### src/rtl/mem_ctrl_pkg.sv
// Shared types and defaults for the MEM-stage access controller.
package mem_ctrl_pkg;

  typedef enum logic [2:0] {
    ST_IDLE,
    ST_MM_WAIT,
    ST_FB_ARB,
    ST_RD_CAP,
    ST_DONE
  } state_t;

  typedef enum logic [1:0] {
    K_NONE,
    K_MM,
    K_FB,
    K_CS
  } kind_t;

  localparam logic [1:0] LANE_BOT = 2'b01;
  localparam logic [1:0] LANE_TOP = 2'b10;

  localparam int MM_TIMEOUT_DEF  = 15;
  localparam int FB_MAX_WAIT_DEF = 4;

  // Fixed priority mm > fb > cs.
  function automatic kind_t decode_kind(input logic mm, input logic fb, input logic cs);
    if (mm)      return K_MM;
    else if (fb) return K_FB;
    else if (cs) return K_CS;
    else         return K_NONE;
  endfunction

  function automatic logic multi_req(input logic mm, input logic fb, input logic cs);
    return (mm & fb) | (mm & cs) | (fb & cs);
  endfunction

endpackage

### src/rtl/mem_access_ctrl_if.sv
// Main-memory req/ack bus between the MEM-stage controller and the memory.
interface mem_access_ctrl_if #(parameter int ADDR_W = 16) ();
  logic              mm_req;
  logic [1:0]        mm_we;
  logic [ADDR_W-1:0] mm_addr;
  logic [15:0]       mm_wdata;
  logic              mm_ack;
  logic [15:0]       mm_rdata;

  modport master (output mm_req, mm_we, mm_addr, mm_wdata, input mm_ack, mm_rdata);
  modport slave  (input mm_req, mm_we, mm_addr, mm_wdata, output mm_ack, mm_rdata);
endinterface

### src/rtl/mem_access_ctrl_fb_port_arbiter.sv
// Frame buffer port arbitration: video wins by default, but the CPU is forced
// onto the port after MAX_WAIT consecutive video-won cycles.
module fb_port_arbiter
  import mem_ctrl_pkg::*;
#(
  parameter int MAX_WAIT = FB_MAX_WAIT_DEF
) (
  input  logic clock,
  input  logic nreset,
  input  logic active,
  input  logic vid_req,
  output logic vid_grant,
  output logic cpu_issue
);

  localparam int CW = $clog2(MAX_WAIT + 1);

  logic [CW-1:0] wait_cnt;
  logic          video_wins;

  assign video_wins = active && vid_req && (wait_cnt < CW'(MAX_WAIT));
  assign vid_grant  = active ? video_wins : vid_req;
  assign cpu_issue  = active && !video_wins;

  always_ff @(posedge clock) begin
    if (!nreset)         wait_cnt <= '0;
    else if (video_wins) wait_cnt <= wait_cnt + 1'b1;
    else                 wait_cnt <= '0;
  end

endmodule

### src/rtl/mem_access_ctrl.sv
// MEM-stage sequencer: routes the EX/MEM access to main memory, frame buffer
// or call stack, and raises a registered stall while the access is outstanding.
module mem_access_ctrl
  import mem_ctrl_pkg::*;
#(
  parameter int ADDR_W      = 16,
  parameter int MM_TIMEOUT  = MM_TIMEOUT_DEF,
  parameter int FB_MAX_WAIT = FB_MAX_WAIT_DEF
) (
  input  logic              clock,
  input  logic              nreset,
  input  logic              req_mm_in,
  input  logic              req_fb_in,
  input  logic              req_cs_in,
  input  logic [1:0]        wren_in,
  input  logic [ADDR_W-1:0] addr_in,
  input  logic [15:0]       wdata_in,
  output logic              stall,
  output logic [15:0]       rdata,
  output logic              rdata_valid,
  output logic              err,
  mem_access_ctrl_if.master mm,
  input  logic              vid_req,
  output logic              vid_grant,
  output logic              fb_en,
  output logic [1:0]        fb_we,
  output logic [ADDR_W-1:0] fb_addr,
  output logic [15:0]       fb_wdata,
  input  logic [15:0]       fb_rdata,
  output logic              cs_en,
  output logic [1:0]        cs_we,
  output logic [ADDR_W-1:0] cs_addr,
  output logic [15:0]       cs_wdata,
  input  logic [15:0]       cs_rdata
);

  localparam int CW = $clog2(MM_TIMEOUT + 1);

  state_t            state, state_nx;
  kind_t             kind_q, kind_in;
  logic [1:0]        wren_q;
  logic [ADDR_W-1:0] addr_q;
  logic [15:0]       wdata_q;
  logic [CW-1:0]     mm_cnt;
  logic              stall_nx, timeout, is_read, cs_rd_pend, cpu_issue;

  assign kind_in    = decode_kind(req_mm_in, req_fb_in, req_cs_in);
  assign is_read    = (wren_q == 2'b00);
  // A CS read spends its first MEM cycle in IDLE with the stall already up.
  assign cs_rd_pend = (state == ST_IDLE) && (kind_q == K_CS) && is_read;

  always_comb begin
    state_nx = state;
    timeout  = 1'b0;
    case (state)
      ST_IDLE, ST_DONE: begin
        if (cs_rd_pend) begin
          state_nx = ST_RD_CAP;
        end else begin
          case (kind_in)
            K_MM:    state_nx = ST_MM_WAIT;
            K_FB:    state_nx = ST_FB_ARB;
            default: state_nx = ST_IDLE;
          endcase
        end
      end
      ST_MM_WAIT: begin
        if (mm.mm_ack) begin
          state_nx = ST_DONE;
        end else if (mm_cnt == CW'(MM_TIMEOUT - 1)) begin
          state_nx = ST_DONE;
          timeout  = 1'b1;
        end
      end
      ST_FB_ARB: if (cpu_issue) state_nx = is_read ? ST_RD_CAP : ST_DONE;
      ST_RD_CAP: state_nx = ST_DONE;
      default:   state_nx = ST_IDLE;
    endcase
    stall_nx = (state_nx inside {ST_MM_WAIT, ST_FB_ARB, ST_RD_CAP}) ||
               (!stall && (kind_in == K_CS) && (wren_in == 2'b00));
  end

  always_ff @(posedge clock) begin
    if (!nreset) begin
      state   <= ST_IDLE;
      stall   <= 1'b0;
      kind_q  <= K_NONE;
      wren_q  <= '0;
      addr_q  <= '0;
      wdata_q <= '0;
      mm_cnt  <= '0;
      err     <= 1'b0;
      rdata   <= '0;
    end else begin
      state <= state_nx;
      stall <= stall_nx;
      if (!stall) begin
        kind_q  <= kind_in;
        wren_q  <= wren_in;
        addr_q  <= addr_in;
        wdata_q <= wdata_in;
      end
      mm_cnt <= (state == ST_MM_WAIT && state_nx == ST_MM_WAIT) ? mm_cnt + 1'b1 : '0;
      err    <= (!stall && multi_req(req_mm_in, req_fb_in, req_cs_in)) || timeout;
      if (state == ST_RD_CAP)
        rdata <= (kind_q == K_CS) ? cs_rdata : fb_rdata;
      else if (state == ST_MM_WAIT && mm.mm_ack && is_read)
        rdata <= mm.mm_rdata;
      else if (timeout)
        rdata <= '0;
    end
  end

  fb_port_arbiter #(.MAX_WAIT(FB_MAX_WAIT)) u_fb_arb (
    .clock     (clock),
    .nreset    (nreset),
    .active    (state == ST_FB_ARB),
    .vid_req   (vid_req),
    .vid_grant (vid_grant),
    .cpu_issue (cpu_issue)
  );

  assign rdata_valid = (state == ST_DONE) && is_read;

  assign mm.mm_req   = (state == ST_MM_WAIT);
  assign mm.mm_we    = mm.mm_req ? wren_q : 2'b00;
  assign mm.mm_addr  = addr_q;
  assign mm.mm_wdata = wdata_q;

  assign fb_en    = (state == ST_FB_ARB) && cpu_issue;
  assign fb_we    = fb_en ? wren_q : 2'b00;
  assign fb_addr  = addr_q;
  assign fb_wdata = wdata_q;

  assign cs_en    = (state == ST_IDLE) && (kind_q == K_CS);
  assign cs_we    = cs_en ? wren_q : 2'b00;
  assign cs_addr  = addr_q;
  assign cs_wdata = wdata_q;

endmodule

### src/flat_wrapper.sv
// flat-port wrapper written by rule: the top's interface ports become plain ports
module mem_access_ctrl_flat import mem_ctrl_pkg::*;
#(
  parameter int ADDR_W      = 16,
  parameter int MM_TIMEOUT  = MM_TIMEOUT_DEF,
  parameter int FB_MAX_WAIT = FB_MAX_WAIT_DEF
)
  (clock, nreset, req_mm_in, req_fb_in, req_cs_in, wren_in, addr_in, wdata_in, stall, rdata, rdata_valid, err, vid_req, vid_grant, fb_en, fb_we, fb_addr, fb_wdata, fb_rdata, cs_en, cs_we, cs_addr, cs_wdata, cs_rdata, mm_mm_req, mm_mm_we, mm_mm_addr, mm_mm_wdata, mm_mm_ack, mm_mm_rdata);
  mem_access_ctrl_if #(.ADDR_W(ADDR_W)) mm_i ();
  input  logic clock;
  input  logic nreset;
  input  logic req_mm_in;
  input  logic req_fb_in;
  input  logic req_cs_in;
  input  logic [1:0] wren_in;
  input  logic [ADDR_W-1:0] addr_in;
  input  logic [15:0] wdata_in;
  output logic stall;
  output logic [15:0] rdata;
  output logic rdata_valid;
  output logic err;
  input  logic vid_req;
  output logic vid_grant;
  output logic fb_en;
  output logic [1:0] fb_we;
  output logic [ADDR_W-1:0] fb_addr;
  output logic [15:0] fb_wdata;
  input  logic [15:0] fb_rdata;
  output logic cs_en;
  output logic [1:0] cs_we;
  output logic [ADDR_W-1:0] cs_addr;
  output logic [15:0] cs_wdata;
  input  logic [15:0] cs_rdata;
  output wire logic [$bits(mm_i.mm_req)-1:0] mm_mm_req;
  output wire logic [$bits(mm_i.mm_we)-1:0] mm_mm_we;
  output wire logic [$bits(mm_i.mm_addr)-1:0] mm_mm_addr;
  output wire logic [$bits(mm_i.mm_wdata)-1:0] mm_mm_wdata;
  input wire logic [$bits(mm_i.mm_ack)-1:0] mm_mm_ack;
  input wire logic [$bits(mm_i.mm_rdata)-1:0] mm_mm_rdata;
  assign mm_mm_req = mm_i.mm_req;
  assign mm_mm_we = mm_i.mm_we;
  assign mm_mm_addr = mm_i.mm_addr;
  assign mm_mm_wdata = mm_i.mm_wdata;
  assign mm_i.mm_ack = mm_mm_ack;
  assign mm_i.mm_rdata = mm_mm_rdata;
  mem_access_ctrl #(.ADDR_W(ADDR_W), .MM_TIMEOUT(MM_TIMEOUT), .FB_MAX_WAIT(FB_MAX_WAIT)) u_core (.clock(clock), .nreset(nreset), .req_mm_in(req_mm_in), .req_fb_in(req_fb_in), .req_cs_in(req_cs_in), .wren_in(wren_in), .addr_in(addr_in), .wdata_in(wdata_in), .stall(stall), .rdata(rdata), .rdata_valid(rdata_valid), .err(err), .mm(mm_i), .vid_req(vid_req), .vid_grant(vid_grant), .fb_en(fb_en), .fb_we(fb_we), .fb_addr(fb_addr), .fb_wdata(fb_wdata), .fb_rdata(fb_rdata), .cs_en(cs_en), .cs_we(cs_we), .cs_addr(cs_addr), .cs_wdata(cs_wdata), .cs_rdata(cs_rdata));
endmodule
### config.mk
export PLATFORM = sky130hd
export DESIGN_NAME = mem_access_ctrl_flat
export DESIGN_NICKNAME = d
export VERILOG_FILES = /design/src/rtl/mem_ctrl_pkg.sv /design/src/rtl/mem_access_ctrl_if.sv /design/src/rtl/mem_access_ctrl_fb_port_arbiter.sv /design/src/rtl/mem_access_ctrl.sv /design/src/flat_wrapper.sv
export SDC_FILE = /design/constraint.sdc
export NUM_CORES = 1
export LEC_CHECK = 0
export ABC_AREA = 1
export CAP_MARGIN = 40
export CORE_ASPECT_RATIO = 0.8
export CORE_MARGIN = 4
export CORE_UTILIZATION = 38
export CTS_BUF_LIST = sky130_fd_sc_hd__clkbuf_2
export DETAILED_ROUTE_END_ITERATION = 10
export PLACE_DENSITY_LB_ADDON = 0.08
export SYNTH_ARGS = -nofsm -noshare
export SYNTH_HDL_FRONTEND = slang
export SYNTH_SLANG_ARGS = --single-unit
### constraint.sdc
create_clock -name clock -period 1.6 [get_ports clock]
set_input_delay 0.16 -clock clock [delete_from_list [all_inputs] [get_ports clock]]
set_output_delay 0.16 -clock clock [all_outputs]
set_load 0.03 [all_outputs]
Word-level counts from Yosys, hierarchy flattened
Cells that the tools add are included.
W data, S select, Z words.
{ "op_classes": {"mux": 21, "addsub": 2, "eq_ne": 12, "n_bitwise": 5, "n_reduce_logical": 25, "order_cmp": 1} }
{ "ops": {"columns": ["cell", "count"], "rows": [
  ["$mux W16", 4],
  ["$mux W3", 5],
  ["$logic_and A1 B1 Y1", 13],
  ["$eq A3 B2 Y1 const B", 4],
  ["$mux W2", 6],
  ["$pmux W3 S4", 1],
  ["$eq A2 B2 Y1 const B", 3],
  ["$eq A3 B1 Y1 const B", 2],
  ["$reduce_bool A3 Y1", 2],
  ["$add A4 B1 Y4 const B", 1],
  ["$eq A4 B4 Y1 const B", 1],
  ["$logic_not A2 Y1", 2],
  ["$mux W1", 4],
  ["$pmux W2 S2", 1],
  ["$reduce_and A2 Y1", 2],
  ["$add A3 B1 Y3 const B", 1],
  ["$and A1 B1 Y1", 3],
  ["$eq A3 B3 Y1 const B", 1],
  ["$logic_not A3 Y1", 1],
  ["$lt A3 B3 Y1 const B", 1],
  ["$eq A2 B1 Y1 const B", 1],
  ["$logic_not A1 Y1", 2],
  ["$logic_or A1 B1 Y1", 2],
  ["$or A1 B1 Y1", 2],
  ["$reduce_or A2 Y1", 1]
]} }
{ "word_totals": {"out_inout_bits": 125, "in_bits": 89, "register_bits": 64} }

Logic depth before layout (Yosys ltp)
Gate-level depths: netlist of the first run.
{ "depth": {"ltp_word": 10, "mapped_depth": 11, "mapped_depth_nobuf": 11} }

Hierarchy
From an unflattened synthesis of the first run, not the netlist that was laid out.
{ "unflattened": {"hier_cells": 509, "hier_area_um2": 3433.3} }
{ "by_module_without_submodules": {"columns": ["module", "seq_area_each_um2", "cells_per_inst", "n_inst", "area_each_um2"], "rows": [
  ["mem_access_ctrl", 1221.2, 495, 1, 3309.4],
  ["fb_port_arbiter", 60.1, 14, 1, 123.9]
]} }

Worst setup path before layout of the first run
Ideal clock, no wire load.
{ "synth_path": {"path_type": "reg-to-output", "startpoint": "reg u_core.kind_q[0]", "endpoint": "out cs_we[0]", "slack_ns": -0.521, "path_stages_with_launch": 6, "arrival_ns": 1.961, "t_required_ns": 1.440, "path_cell_list": "dfxtp_1 nand2_1 clkbuf_1 nor3_1 inv_1 nor2_1"} }
{ "synth_via": {"elab_chain_cells": 3} }
{ "synth_rtl": {"columns": ["item", "line", "rtl"], "rows": [
  ["start: declaration", "mem_access_ctrl.sv:40", "kind_t kind_q, kind_in;"],
  ["start signal: assignment", "mem_access_ctrl.sv:98", "kind_q <= kind_in;"],
  ["$eq A2 B2 Y1", "mem_access_ctrl.sv:135", "assign cs_en = (state == ST_IDLE) && (kind_q == K_CS);"],
  ["$logic_and A1 B1 Y1", "mem_access_ctrl.sv:135", null],
  ["named net cs_en", "flat_wrapper.sv:29", "output logic cs_en;"],
  ["$mux W2", "mem_access_ctrl.sv:136", "assign cs_we = cs_en ? wren_q : 2'b00;"],
  ["end: declaration", "flat_wrapper.sv:30", "output logic [1:0] cs_we;"]
]} }
The timed path passes the listed nets, and every way through them passes these cells.

Worst setup path in the final report of the first run
{ "layout_path": {"startpoint": "reg u_core.state[1]", "endpoint": "out cs_we[0]"} }
{ "layout_via": {"elab_chain_cells": 3} }
{ "layout_rtl": {"columns": ["item", "line", "rtl"], "rows": [
  ["start: declaration", "mem_access_ctrl.sv:39", "state_t state, state_nx;"],
  ["start signal: assignment", "mem_access_ctrl.sv:95", "state <= state_nx;"],
  ["$logic_not A3 Y1", "mem_access_ctrl.sv:135", null],
  ["$logic_and A1 B1 Y1", "mem_access_ctrl.sv:135", null],
  ["$mux W2", "mem_access_ctrl.sv:136", null]
]} }
Every way passes these cells.

==> flow_metrics.tcl, run 1 <==
set metrics [dict create \
    final_cells 728 \
    io_pins 214 \
    dieArea_um2 10300 \
    synth_fa_ha_area_frac 0.0113 \
    cpMostUsedCell "inv_2" \
    worst_slew_pin_slew_ps 350 \
    routabilityCongestion 0.859 \
    avgRoutedWirePerCell_um 14.3 \
    fin_area_um2 5370 \
    clk_path_buf_depth 2 \
    die_y_um 91.8 \
    ys_seq_elements 64 \
    layout_commonest_cell "dlygate4sd2_1" \
    start_util 0.391 \
    worstHoldStart "wdata_in[13]" \
    finClkSkew_ps 23.1 \
    first_pass_iters 4 \
    clkSlewWorstSetupHoldPaths_ps 160 \
    place_inst 699 \
    finalWorstSetupSlack_ps -135 \
    rows 30 \
    max_freq_ghz 0.577 \
    p_leak_uw 0.00258 \
    hpwlAfterDp_mm 8.00 \
    n_antenna_cell 0 \
    worstPathArrival_ps 1570 \
    synth_edf_count 0 \
    synth-async-reset-ratio 0 \
    synth_top_family_by_area "simple AND/OR/NAND/NOR gates" \
    fin_tns_setup_ps -635 \
    avgViaCountPerCell 4.65 \
    syn_nets 536 \
    slowest_delay_ps 390 \
    port_buffers 213 \
    multi_input_area_um2 1460 \
    grt-ovfl-total 0 \
    final_cell_mix "dlygate4sd2_1, nor2_1, clkdlybuf4s50_1, dfxtp_1, o21ai_0" \
    h-tree-depth 3 \
    antenna_left 0 \
    yosys_warnings 0 \
    status "finished with violations" \
    synthCells 444 \
    setup_viol 10 \
    cts_tree "built" \
    power_frac_seq 0.394 \
    cp_top_family "simple AND/OR/NAND/NOR gates" \
    min_period_ps 1730 \
    final_nets 703 \
    grt_pass1_vias 3284 \
    drive_gt1_frac 0.200 \
    swShare 0.397 \
    seq_area_frac_synth 0.385 \
    path_class "flop to output pin" \
    grt_pass1_wl_mm 16.3 \
    rsz0062_at_grt "yes" \
    cp_max_fo 3 \
    cp-start-kind "flop" \
    p_int_uw 2840 \
    clock_power_share 0.197 \
    seqCellArea_um2 1290 \
    crit_buf_inv 3 \
    cts.sinks 64 \
    gr-usage-all-layers 0.193 \
    combPwrFrac 0.409 \
    place_area_um2 5150 \
    grt_antenna_before_repair 0 \
    synth_flop_cell "dfxtp_1" \
    root_buffer "clkbuf_2" \
    slew_viol_final 0 \
    synth_compound_area_frac 0.164 \
    p_per_area_nw_per_um2 875 \
    drc 0 \
    ir_drop_mv 0.564 \
    violations "setup timing" \
    crit_required_ps 1440 \
    drt_iter0_markers 140 \
    drt-total-wl_mm 10.4 \
    slew_headroom 0.767 \
    grt_max_degree 33 \
    crit_slowest_cell "dfxtp_4" \
    synth_xor_area_frac 0.00526 \
    crit_path_cell_trace "nor2_4, inv_2, nor3_4, inv_2, nor2_2, buf_6" \
    core_um2 8520 \
    hold_violations 0 \
    die_w_um 113 \
    numCtsBuffers 9 \
    clk-insertion-delay-late_ps 480 \
    synth_cell_types 28 \
    post-route-period-util 1.08 \
    max_cap_violations 0 \
    hold_path_class "input pin to flop" \
    syn_area_um2 3330 \
    synth.avg_cell_area_um2 7.50 \
    r2r_start "u_core.state[1]$_SDFF_PN0_" \
    area_growth_syn_to_layout_pct 61.2 \
    p_total_uw 4700 \
    power.switching_uw 1870 \
    end_kind "output pin" \
    fill_cells 816 \
    num_vias 3385 \
    crit_start "u_core.state[1]$_SDFF_PN0_" \
    synth.area.mux_share 0 \
    synthSimpleGateAreaFrac 0.226 \
]
state kept, by name, indices dropped and copies added (netlist names):
name,count
u_core.rdata,16
u_core.cs_addr,16
u_core.wren_q,2
u_core.u_fb_arb.wait_cnt,3
u_core.stall,1
u_core.state,3
u_core.mm_cnt,4
u_core.err,1
u_core.cs_wdata,16
u_core.kind_q,2
cells by family (layout without fill, tap and decap cells):
logic type | count (synthesis) | in the layout
xor gates and xnor gates | 2 | 2
AOI/OAI and AO/OA | 94 | 94
buffers and inverters | 110 | 282
adders and majority gates | 3 | 3
DFF | 64 | 64
and+or+nand+nor | 171 | 171
routing by layer:
| layer | track usage | part of all wire | vias to the layer above |
|---|---|---|---|
| met5 | 0 | 0 | - |
| met4 | 0.0460 | 0.0097 | 0 |
| met3 | 0.0646 | 0.079 | 10 |
| met2 | 0.342 | 0.51 | 122 |
| met1 | 0.225 | 0.40 | 1560 |
| li1 | - | - | 1693 |
cell usage after synthesis (3+ instances only):
cell type | number | area share
nor2_1 | 113 | 0.13
buf_4 | 65 | 0.15
dfxtp_1 | 64 | 0.38
o21ai_0 | 60 | 0.090
nand3_1 | 24 | 0.036
inv_1 | 19 | 0.021
a21oi_1 | 12 | 0.018
nor2_2 | 12 | 0.023
clkbuf_1 | 11 | 0.012
a21oi_2 | 10 | 0.026
nand2_1 | 10 | 0.011
o21ai_2 | 10 | 0.026
inv_2 | 6 | 0.0068
nand2_2 | 5 | 0.0094
buf_2 | 4 | 0.0060
ha_1 | 3 | 0.011
nor2_4 | 3 | 0.010
path summary, 6_finish.rpt:
check | to | slack (ps) | cells past startpoint
worst max register to register | u_core.rdata[1]$_SDFFE_PN0P_ | 120 | 8
worst min-delay path | u_core.cs_wdata[13]$_SDFFE_PN0N_ | 280 | 3
worst min register to register | u_core.u_fb_arb.wait_cnt[0]$_SDFF_PN0_ | 440 | 1
worst max-delay path | cs_we[0] | -130 | 6
repair_timing:
action                                 in CTS  in global routing
hold buffers                                0                  0
resized for setup                         162                 16
pin swaps                                   7                  6
setup endpoints to repair                 124                 15
endpoints found under the hold margin       0                  0
setup buffers                               9                  4
area by class of cell:
class	count	area share
inverters	26	0.0196
clock inverters	4	0.00838
well taps	112	0.0261
flip-flops and latches	64	0.241
repair buffers	240	0.422
multi-input cells	270	0.272
clock buffers	12	0.0112
power by group through the flow:
stage          Sequential, uW  Combinational [uW]  Clock (uW)
2_1_floorplan            2110                1090           0
3_3_place_gp             1890                2000           0
3_5_place_dp             1900                2030           0
4_1_cts                  1850                1900         968
5_1_grt                  1880                2040        1040
6_report                 1850                1920         926
stage by stage:
step	hold slack (ps)	utilization	setup WS, ps
after floorplan	312	-	-134
after global placement	406	0.605	53.2
after detailed placement	427	0.605	14.7
after CTS	226	0.621	-187
after global routing	202	0.631	-262
final	279	0.631	-135
tightest hold or removal path, cell delays in order:
cell	delay (ps)
clkdlybuf4s50_1	390
o21ai_0	140
nor2_1	40
No activity file was read; power rests on OpenSTA's default activity.
==> inputs of run 2 (changes only) <==
CORE_MARGIN = 2   (was 4)
==> run 2 against run 1 <==
Die area decreased by 7.8%; global-route usage increased by 0.14 points; sequential share of layout area increased by 0.48 points; largest power group unchanged; the flow still finishes with violations (setup timing); wire length decreased by 6.9%; critical endpoint is now cs_we[1]; critical path depth unchanged; clock power about the same; first-iteration DRC count decreased by 49%; worst setup slack improved by 27 ps; final area decreased by 2.0%; clock skew decreased by 6.0 ps.
==> flow_metrics.tcl, run 2 (synthesis results as in run 1) <==
set metrics [dict create \
    status "finished with violations" \
    violations "setup timing" \
    final_core_utilization 0.620 \
    numCtsBuffers 9 \
    final_cell_mix "dlygate4sd2_1, nor2_1, clkdlybuf4s50_1, o21ai_0, dfxtp_1" \
    end_kind "output pin" \
    multi_input_area_um2 1420 \
    die_y_um 87.8 \
    p_per_area_nw_per_um2 885 \
    drt_iter0_markers 71 \
    layout_commonest_cell "dlygate4sd2_1" \
    cts_tree "built" \
    grt_pass1_wl_mm 14.4 \
    start_util 0.393 \
    gr-usage-all-layers 0.195 \
    crit_required_ps 1440 \
    cp_max_fo 3 \
    routabilityCongestion 0.773 \
    r2r_start "u_core.mm_cnt[0]$_SDFF_PN0_" \
    holdBufCountCts 0 \
    post-route-period-util 1.07 \
    min_period_ps 1710 \
    max_cap_violations 0 \
    r2r_slack_ps 160 \
    avgRoutedWirePerCell_um 13.4 \
    drt-total-wl_mm 9.72 \
    drive_gt1_frac 0.186 \
    core_um2 8480 \
    r2r_end "u_core.rdata[15]$_SDFFE_PN0P_" \
    drc 0 \
    dp_slack_ps 29.3 \
    worst_slew_pin_slew_ps 355 \
    grt_pass1_vias 2906 \
    hpwlAfterDp_mm 7.38 \
    fill_cells 865 \
    root_buffer "clkbuf_2" \
    antenna_left 0 \
    cp-start-kind "flop" \
    whs_ps 277 \
    hold_violations 0 \
    final_nets 700 \
    rows 30 \
    setup_viol 7 \
    die_w_um 109 \
    ir_drop_mv 0.526 \
    first_pass_iters 4 \
    clk_path_buf_depth 2 \
    grt-ovfl-total 0 \
    clk-insertion-delay-late_ps 460 \
    cts.sinks 64 \
    worstHoldEndpoint "u_core.cs_addr[13]$_SDFFE_PN0N_" \
    avgViaCountPerCell 4.56 \
    h-tree-depth 3 \
    finalWorstSetupSlack_ps -108 \
    slew_viol_final 0 \
    clkSlewWorstSetupHoldPaths_ps 170 \
    p_leak_uw 0.00256 \
    grt_max_degree 34 \
    worstPathArrival_ps 1550 \
    rsz0062_at_grt "yes" \
    dieArea_um2 9540 \
    grt_antenna_before_repair 0 \
    max_freq_ghz 0.586 \
    finClkSkew_ps 17.1 \
    hold_path_class "input pin to flop" \
    slew_headroom 0.764 \
    path_class "flop to output pin" \
    place_inst 698 \
    worstHoldStart "addr_in[13]" \
    reg2reg_depth 8 \
    final_cells 725 \
    num_vias 3303 \
    port_buffers 213 \
    area_growth_syn_to_layout_pct 57.9 \
    seqCellArea_um2 1290 \
    hold_path_depth 3 \
    n_antenna_cell 0 \
    io_pins 214 \
]
-- run 2: cell types whose count changed in the layout (fill, tap and decap cells not counted), sizes merged --
| cell | change |
|---|---|
| buf | -4 |
| clkbuf | +1 |
| clkdlybuf4s15 | -2 |
| dlygate4sd2 | +2 |
-- run 2: where the power goes --
group	internal, uW	switching [uW]
Clock	375	551
Combinational	710	1160
Sequential	1740	123
Total	2820	1840
-- run 2: cell type report --
type | count | area share
Inverter | 26 | 0.0190
Multi-Input combinational cell | 270 | 0.270
Sequential cell | 64 | 0.246
Tap cell | 112 | 0.0266
Clock buffer | 12 | 0.0114
Clock inverter | 4 | 0.00856
Timing Repair Buffer | 237 | 0.418
-- run 2: critical path, stage by stage (launching register included) --
cell and delay, ps:
dfxtp_2 380, nor2_4 120, inv_2 50, nor3_4 230
inv_2 90, nor2_2 100, buf_6 130
-- run 2: through the flow --
step	cell area, um^2	power, uW	TNS, ps
4_1_cts	5220	4690	-952
6_report	5260	4660	-426
2_1_floorplan	3340	3200	-268
5_1_grt	5260	4900	-1480
3_5_place_dp	5130	3910	0
3_3_place_gp	5130	3890	0
-- run 2: how the worst max path moves through the flow --
stage | startpoint | end | cells past startpoint
after floorplan | u_core.kind_q[0]$_SDFFE_PN0N_ | cs_we[0] | 5
after global placement | u_core.state[0]$_SDFF_PN0_ | mm_mm_we[0] | 5
after detailed placement | u_core.state[0]$_SDFF_PN0_ | mm_mm_we[0] | 5
after CTS | u_core.state[2]$_SDFF_PN0_ | fb_we[0] | 6
after global routing | u_core.state[0]$_SDFF_PN0_ | cs_we[1] | 6
final | u_core.state[0]$_SDFF_PN0_ | cs_we[1] | 6
-- run 2: timing repair --
action | CTS | global route
hold endpoints to repair | 0 | 0
setup endpoints to repair | 125 | 12
pin swaps | 5 | 4
resized for setup | 143 | 11
buffers inserted | 10 | 1
-- run 2: layer usage --
layer	global-route usage	part of all wire	vias up
li1	-	-	1694
met1	0.233	0.43	1485
met2	0.346	0.49	109
met3	0.0476	0.065	15
met4	0.0618	0.017	0
met5	0	0	-
